$ cat config.mk
export PLATFORM = sky130hd
export DESIGN_NAME = layer_compositor
export DESIGN_NICKNAME = d
export VERILOG_FILES = /design/src/rtl/game_pkg.sv /design/src/rtl/layer_prio_sel.sv /design/src/rtl/layer_compositor.sv
export SDC_FILE = /design/constraint.sdc
export NUM_CORES = 1
export LEC_CHECK = 0
export CAP_MARGIN = 20
export CORE_MARGIN = 1.5
export CORE_UTILIZATION = 39
export CTS_CLUSTER_DIAMETER = 50
export DETAILED_ROUTE_END_ITERATION = 10
export HOLD_SLACK_MARGIN = 0.1
export PLACE_DENSITY = 0.83
export SYNTH_ARGS = -nofsm -noshare
export SYNTH_HDL_FRONTEND = slang
export SYNTH_SLANG_ARGS = --single-unit
$ cat constraint.sdc
create_clock -name clk -period 2.7 [get_ports clk]
set_clock_uncertainty 0.15 [all_clocks]
set_input_delay 0.675 -clock clk [delete_from_list [all_inputs] [get_ports clk]]
set_output_delay 0.675 -clock clk [all_outputs]
set_load 0.03 [all_outputs]
$ cat src/rtl/game_pkg.sv
// game_pkg: shared mode encodings and pixel defaults for the game video path
package game_pkg;
    typedef enum logic [1:0] {
        MODE_START = 2'd0,
        MODE_PLAY  = 2'd1,
        MODE_END   = 2'd2
    } mode_t;
    localparam int RGB_W = 12;
    localparam logic [RGB_W-1:0] TRANSP_KEY = 12'h000;
endpackage

$ cat src/rtl/layer_prio_sel.sv
// layer_prio_sel: lowest-index-first layer pick with background fallback
module layer_prio_sel #(
    parameter int NUM_LAYERS = 8,
    parameter int RGB_W      = 12
) (
    input  logic [NUM_LAYERS-1:0]       en,
    input  logic [NUM_LAYERS*RGB_W-1:0] layer_rgb,
    input  logic [RGB_W-1:0]            bg_rgb,
    output logic [RGB_W-1:0]            rgb
);
    // walk from the lowest priority upward so the lowest enabled index is applied last
    always_comb begin
        rgb = bg_rgb;
        for (int i = NUM_LAYERS - 1; i >= 0; i--)
            rgb = en[i] ? layer_rgb[i*RGB_W +: RGB_W] : rgb;
    end
endmodule

$ cat src/rtl/layer_compositor.sv
// layer_compositor: priority sprite compositing with colour key, hit-flash and title/game/over screens
module layer_compositor #(
    parameter int                NUM_LAYERS   = 8,
    parameter int                RGB_W        = game_pkg::RGB_W,
    parameter bit                KEY_EN       = 1'b1,
    parameter logic [RGB_W-1:0]  TRANSP_KEY   = game_pkg::TRANSP_KEY,
    parameter int                PLAYER_IDX   = 0,
    parameter int                FLASH_FRAMES = 60,
    parameter int                BLINK_BIT    = 2
) (
    input  logic                        clk,
    input  logic                        rst,
    input  logic                        frame_start,
    input  logic                        pix_valid,
    input  logic [NUM_LAYERS-1:0]       layer_en,
    input  logic [NUM_LAYERS*RGB_W-1:0] layer_rgb,
    input  logic [RGB_W-1:0]            bg_rgb,
    input  logic [RGB_W-1:0]            start_rgb,
    input  logic [RGB_W-1:0]            end_rgb,
    input  logic                        enter,
    input  logic                        hit,
    input  logic                        dead,
    output logic [RGB_W-1:0]            out_rgb,
    output logic                        out_valid,
    output logic [1:0]                  mode,
    output logic                        flashing
);
    import game_pkg::*;

    mode_t                 mode_q, mode_nxt;
    logic                  pending, pending_nxt, req;
    logic                  enter_q, enter_edge, hide;
    logic [7:0]            flash_cnt;
    logic [NUM_LAYERS-1:0] eff_en;
    logic [RGB_W-1:0]      sel_rgb, s1_rgb;
    logic                  s1_valid;

    assign enter_edge = enter & ~enter_q;
    assign hide       = (flash_cnt != 8'd0) & flash_cnt[BLINK_BIT];
    assign mode       = mode_q;
    assign flashing   = flash_cnt != 8'd0;

    // drop colour-keyed pixels and the player layer while it blinks off
    always_comb begin
        eff_en = '0;
        for (int i = 0; i < NUM_LAYERS; i++)
            eff_en[i] = layer_en[i] & ~(KEY_EN & (layer_rgb[i*RGB_W +: RGB_W] == TRANSP_KEY))
                      & ~((i == PLAYER_IDX) & hide);
    end

    layer_prio_sel #(.NUM_LAYERS(NUM_LAYERS), .RGB_W(RGB_W)) u_sel (
        .en        (eff_en),
        .layer_rgb (layer_rgb),
        .bg_rgb    (bg_rgb),
        .rgb       (sel_rgb)
    );

    // latch the mode request and only switch screens at the frame boundary
    always_comb begin
        req         = mode_q == MODE_PLAY ? dead : enter_edge;
        pending_nxt = pending | req;
        mode_nxt    = mode_q;
        if (frame_start && pending_nxt) begin
            pending_nxt = 1'b0;
            mode_nxt    = mode_q == MODE_START ? MODE_PLAY : mode_q == MODE_PLAY ? MODE_END : MODE_START;
        end
    end

    // mode state, pending request and enter history
    always_ff @(posedge clk) begin
        if (rst) begin
            mode_q  <= MODE_START;
            pending <= 1'b0;
            enter_q <= 1'b0;
        end else begin
            mode_q  <= mode_nxt;
            pending <= pending_nxt;
            enter_q <= enter;
        end
    end

    // hit-flash frame counter, live only while staying in PLAY
    always_ff @(posedge clk) begin
        if (rst || mode_q != MODE_PLAY || mode_nxt != MODE_PLAY)
            flash_cnt <= 8'd0;
        else if (hit)
            flash_cnt <= 8'(FLASH_FRAMES);
        else if (frame_start && flash_cnt != 8'd0)
            flash_cnt <= flash_cnt - 8'd1;
    end

    // two pixel stages: layer pick, then screen-mode substitution
    always_ff @(posedge clk) begin
        if (rst) begin
            s1_rgb    <= '0;
            s1_valid  <= 1'b0;
            out_rgb   <= '0;
            out_valid <= 1'b0;
        end else begin
            s1_rgb    <= sel_rgb;
            s1_valid  <= pix_valid;
            out_rgb   <= !s1_valid ? '0 : mode_q == MODE_START ? start_rgb : mode_q == MODE_END ? end_rgb : s1_rgb;
            out_valid <= s1_valid;
        end
    end
endmodule

Yosys cells after proc, flatten, opt, wreduce, memory -nomap -nowiden
Index checks and enable logic that the tools add are counted.
W data, S select, Z words.
{"block": "op_classes", "muxes": 16, "bitwise_logic": 23, "n_eq_ne": 4, "reduce_logical": 18, "n_addsub": 1}
{"cell": "$mux W12", "count": 10}
{"cell": "$logic_not A12 Y1", "count": 8}
{"cell": "$mux W6", "count": 2}
{"cell": "$and A1 B1 Y1", "count": 11}
{"cell": "$not A1 Y1", "count": 11}
{"cell": "$reduce_bool A8 Y1", "count": 1}
{"cell": "$sub A8 B1 Y8 const B", "count": 1}
{"cell": "$mux W2", "count": 3}
{"cell": "$reduce_or A2 Y1", "count": 3}
{"cell": "$ne A2 B1 Y1 const B", "count": 2}
{"cell": "$eq A2 B1 Y1 const B", "count": 1}
{"cell": "$eq A2 B2 Y1 const B", "count": 1}
{"cell": "$logic_and A1 B1 Y1", "count": 2}
{"cell": "$logic_not A2 Y1", "count": 1}
{"cell": "$logic_or A1 B1 Y1", "count": 2}
{"cell": "$reduce_bool A2 Y1", "count": 1}
{"cell": "$mux W1", "count": 1}
{"cell": "$or A1 B1 Y1", "count": 1}
{"block": "word_totals", "elab_cells": 71, "output_inout_bits": 16, "reg_bits": 38}

Depth between registers and ports, before layout
Gate-level depths: netlist of the first run.
{"block": "logic_depth", "ltp_word": 11, "ltp_mapped": 7, "ltp_nobuf": 7}

By module
Synthesis of the first run repeated with hierarchy kept, for this count alone.
{"block": "hier_totals", "hier_cells": 339, "hier_area_um2": 2680.1}
{"mod": "layer_compositor", "area_each_um2": 1840.5, "cells_each": 197, "instances": 1}
{"mod": "layer_prio_sel", "area_each_um2": 839.6, "cells_each": 142, "instances": 1}

Least setup slack after synthesis of the first run
OpenSTA, ideal clock, no wires.
{"block": "synth_timing", "path_kind": "input to register", "start": "in layer_rgb[24]", "end": "reg s1_rgb[0]", "stages": 5, "t_required_ns": 2.413, "n_path_buf": 0, "setup_ns": 0.137, "arrival_time_ns": 2.236, "setup_slack_ns": 0.177, "path_cell_list": "or4_1 o31a_1 nor3_4 o311a_1 o32ai_2"}
{"block": "synth_via", "elab_chain_cells": 6}
{"element": "start, declared", "line": "layer_compositor.sv:16", "source": "input logic [NUM_LAYERS*RGB_W-1:0] layer_rgb,"}
{"element": "$logic_not A12 Y1", "line": "layer_compositor.sv:47", "source": "eff_en[i] = layer_en[i] & ~(KEY_EN & (layer_rgb[i*RGB_W +: RGB_W] == TRANSP_KEY))"}
{"element": "$not A1 Y1", "line": "layer_compositor.sv:47"}
{"element": "$and A1 B1 Y1", "line": "layer_compositor.sv:47"}
{"element": "$mux W12 (*) (3 in series)", "line": "layer_prio_sel.sv:15", "source": "rgb = en[i] ? layer_rgb[i*RGB_W +: RGB_W] : rgb;"}
{"element": "end signal, assigned", "line": "layer_compositor.sv:100", "source": "s1_rgb <= sel_rgb;"}
{"element": "end, declared", "line": "layer_compositor.sv:35", "source": "logic [RGB_W-1:0] sel_rgb, s1_rgb;"}
Every way passes the cells marked *; elsewhere a longest branch is shown, timed or not.
A chain may end at the register's enable or synchronous reset.

Worst setup path after layout of the first run
{"block": "layout_timing", "start": "in layer_rgb[44]", "end": "reg s1_rgb[2]"}
{"block": "layout_via", "elab_chain_cells": 7}
{"element": "$logic_not A12 Y1", "line": "layer_compositor.sv:47"}
{"element": "$not A1 Y1", "line": "layer_compositor.sv:47"}
{"element": "$and A1 B1 Y1", "line": "layer_compositor.sv:47"}
{"element": "$mux W12 (4 in series)", "line": "layer_prio_sel.sv:15"}
No other way between the ends.

==> results of run 1 <==
## worst min path at each step
stage,from,endpoint,slack [ns],cells after the start
2_1_floorplan,s1_rgb[0],out_rgb[0],0.29,2
3_3_place_gp,s1_rgb[3],out_rgb[3],0.30,2
3_5_place_dp,s1_rgb[11],out_rgb[11],0.31,2
4_1_cts,s1_rgb[11],out_rgb[11],0.33,2
5_1_grt,s1_rgb[9],out_rgb[9],0.37,2
6_report,s1_rgb[11],out_rgb[11],0.33,2
## synthesized netlist by cell type (6+ instances only)
cell / n / area (sq um)
sky130_fd_sc_hd__dfxtp_1: 38 / 761
sky130_fd_sc_hd__a221oi_1: 11 / 96.3
sky130_fd_sc_hd__clkbuf_1: 7 / 26.3
sky130_fd_sc_hd__or3_1: 8 / 50.1
sky130_fd_sc_hd__nand2_1: 33 / 124
sky130_fd_sc_hd__nor3_1: 8 / 40.0
sky130_fd_sc_hd__o311a_1: 8 / 80.1
sky130_fd_sc_hd__nor4_1: 8 / 50.1
sky130_fd_sc_hd__a21oi_1: 27 / 135
sky130_fd_sc_hd__o2111ai_1: 6 / 52.6
sky130_fd_sc_hd__o211a_1: 6 / 60.1
sky130_fd_sc_hd__or4_1: 16 / 120
sky130_fd_sc_hd__o31a_1: 9 / 78.8
sky130_fd_sc_hd__nor2_1: 45 / 169
sky130_fd_sc_hd__mux2i_1: 13 / 130
sky130_fd_sc_hd__inv_1: 15 / 56.3
## per-layer routing
metal  vias up  routed length [um]
met4         0                 483
li1       1787                   -
met1      1867                4960
met3        66                1090
met2       292                6260
met5         -                   0
## cell families after synthesis
| family | after synthesis | share of synthesized area, % |
|---|---|---|
| compound gates | 114 | 34.4 |
| xor+xnor | 6 | 1.89 |
| fa+ha+maj | 2 | 0.900 |
| buf+inv | 34 | 5.31 |
| flops | 38 | 27.4 |
| mux | 13 | 4.68 |
| simple gates | 139 | 25.5 |
## power breakdown
| group | total (W) | switching (W) | internal [W] | leakage (nW) |
|---|---|---|---|---|
| Clock | 0.000598 | 0.000204 | 0.000394 | 0.0714 |
| Combinational | 0.000685 | 0.000309 | 0.000376 | 1.94 |
| Sequential | 0.000609 | 0.0000169 | 0.000592 | 0.312 |
## layout make-up
class	count	area [sq um]
Fill cell	449	1480
Inverter	15	56.3
Tap cell	96	120
Multi-Input combinational cell	274	2050
Clock inverter	2	60.1
Clock buffer	6	82.6
Sequential cell	38	761
Timing Repair Buffer	232	2230
## state kept, by name, indices dropped and copies added, names as in the netlist
name and cells:
enter_q 1, s1_valid 1, mode 2, out_rgb 12, flash_cnt 8, pending 1
s1_rgb 12, out_valid 1
## timing repair
item / CTS / global route
resized for setup: 43 / 41
pin swaps: 15 / 26
endpoints found under the hold margin: 0 / 0
setup endpoints to repair: 12 / 13
setup buffers: 4 / 3
gates cloned: 1 / 0
## through the flow
step                      worst slack, ns  area [sq um]  cells
after global routing              -0.0485          5360    663
after global placement             -0.476          4900    647
final                             -0.0483          5360    663
after CTS                        0.000145          5200    660
after detailed placement           -0.512          4900    647
after floorplan                     0.177          2780    346
## critical path, delay by kind of cell
family          cells  cell delay (ns)
simple gates        2             0.76
buf+inv             2             0.64
compound gates      3             0.69
==> impl.org, run 1 <==
** Outcome
- The run finished, with violations left.
- The final reports fail on setup timing.

** Detailed routing
- Routed vias :: 4012
- In the routed layout, each cell is associated on average with a via count of 6.05.
- The detail route stage leaves a number of antenna-violating nets equal to 0.
- After detailed routing, the average wire length per cell comes to 19.3 um.
- Residual DRC :: 0
- Count of routing violations after the opening detailed-route iteration :: 326
- For this block, the routed nets add up to 12800 um of wire.
- Number of detailed-routing iterations run before antenna repair :: 5

** Floorplan
- Starting utilization of the core area :: 40.7%
- Die area :: 7650 sq um
- Core ar. :: 6830 sq um
- The floorplan has 30 rows.
- Die span in y :: 87.5 um
- # IOs :: 163
- Die outline width :: 87.5 um

** GRT
- Met2 capacity usage during global routing :: 54.0%
- For met1 alone, demand over resource in global routing was 37.4%.
- In the global route stage, overall resource usage came out at 30.8%.
- For this run the aggregate overflow at the end of global routing stands at 0.
- The number of antenna violations at the first check in global routing came to 0.
- Largest net degree at the start of global routing :: 25
- The via count of the first global-routing pass was 3835.
- The layer flagged by global routing as most heavily used is met2.
- Met3 track utilization from global routing :: 4.45%
- The first global-routing pass estimated 18300 um of wire.

** Placement
- Summed over all nets, the half-perimeter wirelength after detailed placement is 9740 um.
- At the end of routability-driven placement, the weighted congestion stood at 1.04.
- In this run the tool buffered the top-level ports with 162 buffer cells.

** Logic synthesis
- Summing every instance area after synthesis gives 2780 sq um.
- The most used flip-flop cell after synthesis is sky130_fd_sc_hd__dfxtp_1.
- A synthesized cell averages 8.04 sq um.
- After technology mapping, the gate count stands at 346.
- Counting every net in the synthesized netlist gives 495.
- Sequential-to-total area share from yosys stat :: 27.4%
- Count of distinct cell types in the synthesized netlist :: 49
- Of all flip-flops after synthesis, the portion carrying an async set or reset was 0%.
- In this run, synthesis inferred 0 flip-flops with an integrated enable.
- Yosys warns :: 0
- In this run, synthesis produced a sequential element count of 38.

** Timing
- The worst pin sits at a relative slew slack of 58.0%.
- In the finished design, the share of the clock period the worst path needs comes to 102%.
- The final-report max-slew violation count was 0.
- Final setup violating endpoints :: 4
- Final Hold Vio Count :: 0
- Worst Setup Slack, final :: -0.0483 ns
- Maximum operating frequency :: 364 MHz
- The routed design could run at a clock period as short as 2.75 ns.
- Worst Max-Slew Pin Slew :: 0.627 ns
- Setup tns final :: -0.0618 ns
- Worst Hold Slack :: 0.326 ns
- Setup repair after global routing could not meet its margin everywhere.

** Finish
- The library cell used most frequently in the layout, excluding fill and tap cells, is sky130_fd_sc_hd__clkdlybuf4s50_1.
- Number of nets in the finished design :: 715
- Most frequent cells in the layout :: sky130_fd_sc_hd__clkdlybuf4s50_1, sky130_fd_sc_hd__buf_4, sky130_fd_sc_hd__nor2_1
- Cells fill 78.4% of the core in the end.
- From synthesis to final layout, the design area changed by 92.5%.
- Fraction of final layout cells sized beyond drive strength 1 :: 22.2%
- 0 antenna diodes ended up in the layout.

** Setup path
- Arrival time of data at the critical path endpoint :: 2.76 ns
- Counting cells, the worst reg-to-reg path comes to 5.
- Critical path data required time :: 2.71 ns
- Startpoint of the worst-slack reg-to-reg timing path :: mode[1]
- The critical path ends at s1_rgb[2].
- The setup check on the worst reg-to-reg path leaves a slack of 0.64 ns.
- Path type of the worst setup path :: in -> reg
- Worst reg2reg path endpoint :: flash_cnt[1]
- The slowest stage of the critical path is the sky130_fd_sc_hd__or4_4 cell.
- Of all nets on the critical path, the largest fanout is 7.
- Setup crit start :: layer_rgb[44]
- The worst setup path is launched from a primary input.
- The worst setup path is captured at a flip-flop.
- Worst path cell trace :: clkdlybuf4s50_1, or4_4, buf_4, o31ai_4, nand3_2, o221ai_1, o32ai_2
- Longest individual stage delay on the worst path :: 0.56 ns

** Run
- Max Cap Violations :: 0

** CTS
- For this design, the CTS-stage hold fixing added 0 buffers.
- Clock tree synthesis inserted a total of 5 buffers.
- Clock net sink count :: 38
- CTS clock-pin slew for the worst setup and hold paths :: 0.07 ns
- Number of levels the H-tree was split into :: 2
- Maximum clock insertion buffer count :: 2
- CTS tree :: done
- In this run the clock root is driven by a sky130_fd_sc_hd__clkbuf_8.
- Clock latency on the worst-skew pair :: 0.29 ns

** Power and ir drop
- Leakage :: 2.32 nW
- The worst-case IR drop observed on VDD is 194 uV.
- Sum of internal, switching and leakage power :: 0.00189 W
- Dividing total power by cell area gives a power density of 353 nW/um^2.

** Worst hold path
- Worst min path class :: reg -> reg
Note: power is estimated with default switching activity, not from simulation.
==> run 2: changes to the inputs <==
- CELL_PAD_IN_SITES_DETAIL_PLACEMENT: not set -> 0
- CELL_PAD_IN_SITES_GLOBAL_PLACEMENT: not set -> 1
- CORE_UTILIZATION: 39 -> 28
- PLACE_DENSITY: 0.83 -> not set
- PLACE_DENSITY_LB_ADDON: not set -> 0.1
- REMOVE_ABC_BUFFERS: not set -> 1
- clock period: 2.7 -> 3.5 ns (I/O delays scaled with it)
==> run 2 against run 1 <==
  * The run now ends clean
  * Critical path depth did not move
  * Final cell count fell by 1.8%
  * Count of clock-buffer cells in the layout did not move
  * Sequential cell count did not move
  * Sequential power fell by 22%
  * Setup slack improved by 0.30 ns
  * Clock power fell by 47%
  * Total power fell by 34%
  * Combinational power fell by 34%
  * Wire length fell by 11%
  * Global-route usage fell by 9.7 points
  * Largest cell class is now multi-input gates
  * Largest power group is now registers
==> impl.org, run 2 (synthesized netlist as in run 1, its figures left out) <==
** Setup path
- The category of the most critical setup path is in -> reg (unchanged).
- The maximum fanout encountered on the critical timing path was 7 (unchanged).
- The delay of the slowest cell on the worst path was 0.69 ns (was 0.56 ns).
- Worst path cell trace :: clkdlybuf4s50_1, or4_1, o31a_1, buf_4, nor3_4, o311a_1, o32ai_2 (was clkdlybuf4s50_1, or4_4, buf_4, o31ai_4, nand3_2, o221ai_1, o32ai_2)
- The terminus of the critical flop-to-flop path is flash_cnt[1] (unchanged).
- The reg-to-reg setup timing slack is 0.89 ns (was 0.64 ns).
- Startpoint of the worst-slack reg-to-reg timing path :: mode[1] (unchanged)
- The endpoint required time on the critical path came to 3.52 ns (was 2.71 ns).
- The number of cells traversed by the worst register-to-register path is 5 (unchanged).
- Arrival time of data at the critical path endpoint :: 3.26 ns (was 2.76 ns)
- Launching element type of the critical path :: primary input (unchanged)
- Cell type of the slowest stage on the worst timing path :: sky130_fd_sc_hd__or4_1 (was sky130_fd_sc_hd__or4_4)
- Endpoint kind of the worst setup timing path :: flip-flop (unchanged)

** Floorplan
- The vertical die dimension was 103 um (was 87.5 um).
- Core ar. :: 9680 sq um (was 6830 sq um)
- Total number of placement rows :: 36 (was 30)
- Die outline width :: 103 um (was 87.5 um)
- The starting density of the core was 28.7% (was 40.7%).
- The overall die area is 10500 sq um (was 7650 sq um).
- # IOs :: 163 (unchanged)

** Timing
- Slew Viols, Final :: 0 (unchanged)
- The smallest setup slack after layout is 0.254 ns (was -0.0483 ns).
- The setup-violating endpoint count in the final report is 0 (was 4).
- Maximum operating frequency :: 308 MHz
- RSZ-0062 raised after global routing: false (was true).
- Period utilisation layout :: 92.7%
- The pin slew with the least headroom to its limit came to 0.786 ns (was 0.627 ns).
- Counting I/O delays and the setup requirement, the final critical path takes 3.25 ns.
- Final Hold Vio Count :: 0 (unchanged)
- Worst slew margin :: 47.5% (was 58.0%)

** Worst hold path
- The hold-critical path endpoint was out_rgb[2] (was out_rgb[11]).
- The worst hold path depth is 2 (unchanged).
- The class of the most critical hold timing path is reg -> reg (unchanged).
- The start point of the worst hold path is s1_rgb[2] (was s1_rgb[11]).

** Power and ir drop
- Leakage :: 1.74 nW (was 2.32 nW)
- Power Density :: 263 nW/um^2 (was 353 nW/um^2)
- Worst-case vdd ir drop :: 166 uV (was 194 uV)
- Sum of internal, switching and leakage power :: 0.00124 W (was 0.00189 W)

** Finish
- Most frequent cells in the layout :: sky130_fd_sc_hd__clkdlybuf4s50_1, sky130_fd_sc_hd__nor2_1, sky130_fd_sc_hd__dfxtp_1 (was sky130_fd_sc_hd__clkdlybuf4s50_1, sky130_fd_sc_hd__buf_4, sky130_fd_sc_hd__nor2_1)
- Antenna cells :: 0 (unchanged)
- Registers with the most flip-flops: out_rgb: 12 flops, s1_rgb: 12 flops, flash_cnt: 8 flops (unchanged).
- The final core utilization was 48.9% (was 78.4%).
- The filler cell count in the final layout was 984 (was 449).
- Synth-to-Final Area Change :: 70.1% (was 92.5%)
- Commonest non-fill, non-tap cell in the layout :: sky130_fd_sc_hd__clkdlybuf4s50_1 (unchanged)
- The final net count came to 666 (was 715).
- The proportion of layout cells with a drive suffix above 1 came to 8.88% (was 22.2%).
- Sequential standard cell area :: 761 sq um (unchanged)
- The area of combinational cells with multiple inputs was 1870 sq um (was 2050 sq um).

** GRT
- The global-route congestion overflow total came to 0 (unchanged).
- Number of antenna violations at the first check in global routing :: 0 (unchanged)
- The largest net degree at the start of global routing is 26 (was 25).
- The via count of the first global-routing pass was 3322 (was 3835).
- The wire length of the first global-routing pass is 16900 um (was 18300 um).
- The overall fraction of global-route tracks in use was 21.1% (was 30.8%).

** CTS
- The clock transition at the register clock pins on the worst setup and hold paths after CTS is 0.08 ns (was 0.07 ns).
- Clock Root Buffer :: sky130_fd_sc_hd__clkbuf_8 (unchanged)
- CTS tree :: done (unchanged)
- Resize count post-CTS :: 0 (was 43)
- The latest clock arrival within the worst-skew pair came to 0.29 ns (about the same).
- Num CTS Buffers :: 5 (unchanged)
- The number of buffers inserted for hold repair after clock tree synthesis is 0 (unchanged).
- Maximum clock insertion buffer count :: 2 (unchanged)
- The number of sinks handled by clock tree synthesis was 38 (unchanged).
- The H-tree level count was 2 (unchanged).
- The count of buffers added by post-CTS timing repair for setup was 0 (was 4).

** Detailed routing
- The wire length after detailed routing is 11500 um (was 12800 um).
- Final antenna-violating net count :: 0 (unchanged)
- Wire length per cell after detailed routing :: 17.6 um (was 19.3 um)
- The number of optimization iterations in the first detailed-route pass was 4 (was 5).
- The detailed-route via count is 3437 (was 4012).
- The DRC marker count from the first detailed-route iteration is 139 (was 326).
- The DRC violation count after routing was 0 (unchanged).
- The via density per instance came to 5.28 (was 6.05).

** Outcome
- Outcome: finished, final reports clean (was finished with violations).

** Placement
- The placed wire-length estimate after detailed placement was 9940 um (was 9740 um).
- The worst slack after detailed placement was -0.0356 ns (was -0.512 ns).
- The routability congestion estimate from global placement was 0.910 (was 1.04).
- The count of input and output buffers came to 162 (unchanged).

** Run
- The number of violations of the max-capacitance limit is 0 (unchanged).
[run 2: worst max path at each step]
stage | from | endpoint | slack, ns | depth (start not counted)
floorplan | layer_rgb[24] | s1_rgb[0] | 0.62 | 5
global placement | layer_rgb[84] | s1_rgb[3] | -0.004 | 6
detailed placement | layer_rgb[24] | s1_rgb[5] | -0.04 | 7
CTS | layer_rgb[24] | s1_rgb[5] | 0.27 | 7
global route | layer_rgb[24] | s1_rgb[5] | 0.16 | 7
finish | layer_rgb[24] | s1_rgb[5] | 0.25 | 7
[run 2: worst max-delay path, delay by kind of cell]
family                 cells  cell delay (ns)
buffers and inverters      2             0.60
AO/OA/AOI/OAI              3             0.80
AND/OR/NAND/NOR            2             0.98
[run 2: cell type report]
type	instances	share of cell area (%)
clock buffer	6	1.75
clock inverter	2	0.264
sequential	38	16.1
timing repair buffer	183	37.6
multi-input combinational	274	39.6
tap	133	3.52
inverter	15	1.19
[run 2: routing by layer]
layer / vias to the layer above / global-route usage [%] / wire length [um] / share of wire (%)
met2: 133 / 37.5 / 5660 / 49
met4: 0 / 8.01 / 337 / 2.9
met3: 21 / 2.64 / 685 / 6.0
met1: 1584 / 26.0 / 4770 / 42
li1: 1699 / - / - / -
met5: - / 0 / 0 / 0
[run 2: where the power goes]
part / switching (W) / internal, W
Sequential: 0.0000162 / 0.000456
Clock: 0.000160 / 0.000158
Combinational: 0.000199 / 0.000255
Total: 0.000376 / 0.000869
[run 2: stage by stage]
stage	hold WS (ns)	std cells	area [sq um]	setup TNS [ns]
finish	0.326	651	4730	0
global placement	0.296	643	4640	-0.00404
detailed placement	0.309	643	4640	-0.0356
CTS	0.322	651	4730	0
global route	0.360	651	4730	0
floorplan	0.286	327	2690	0
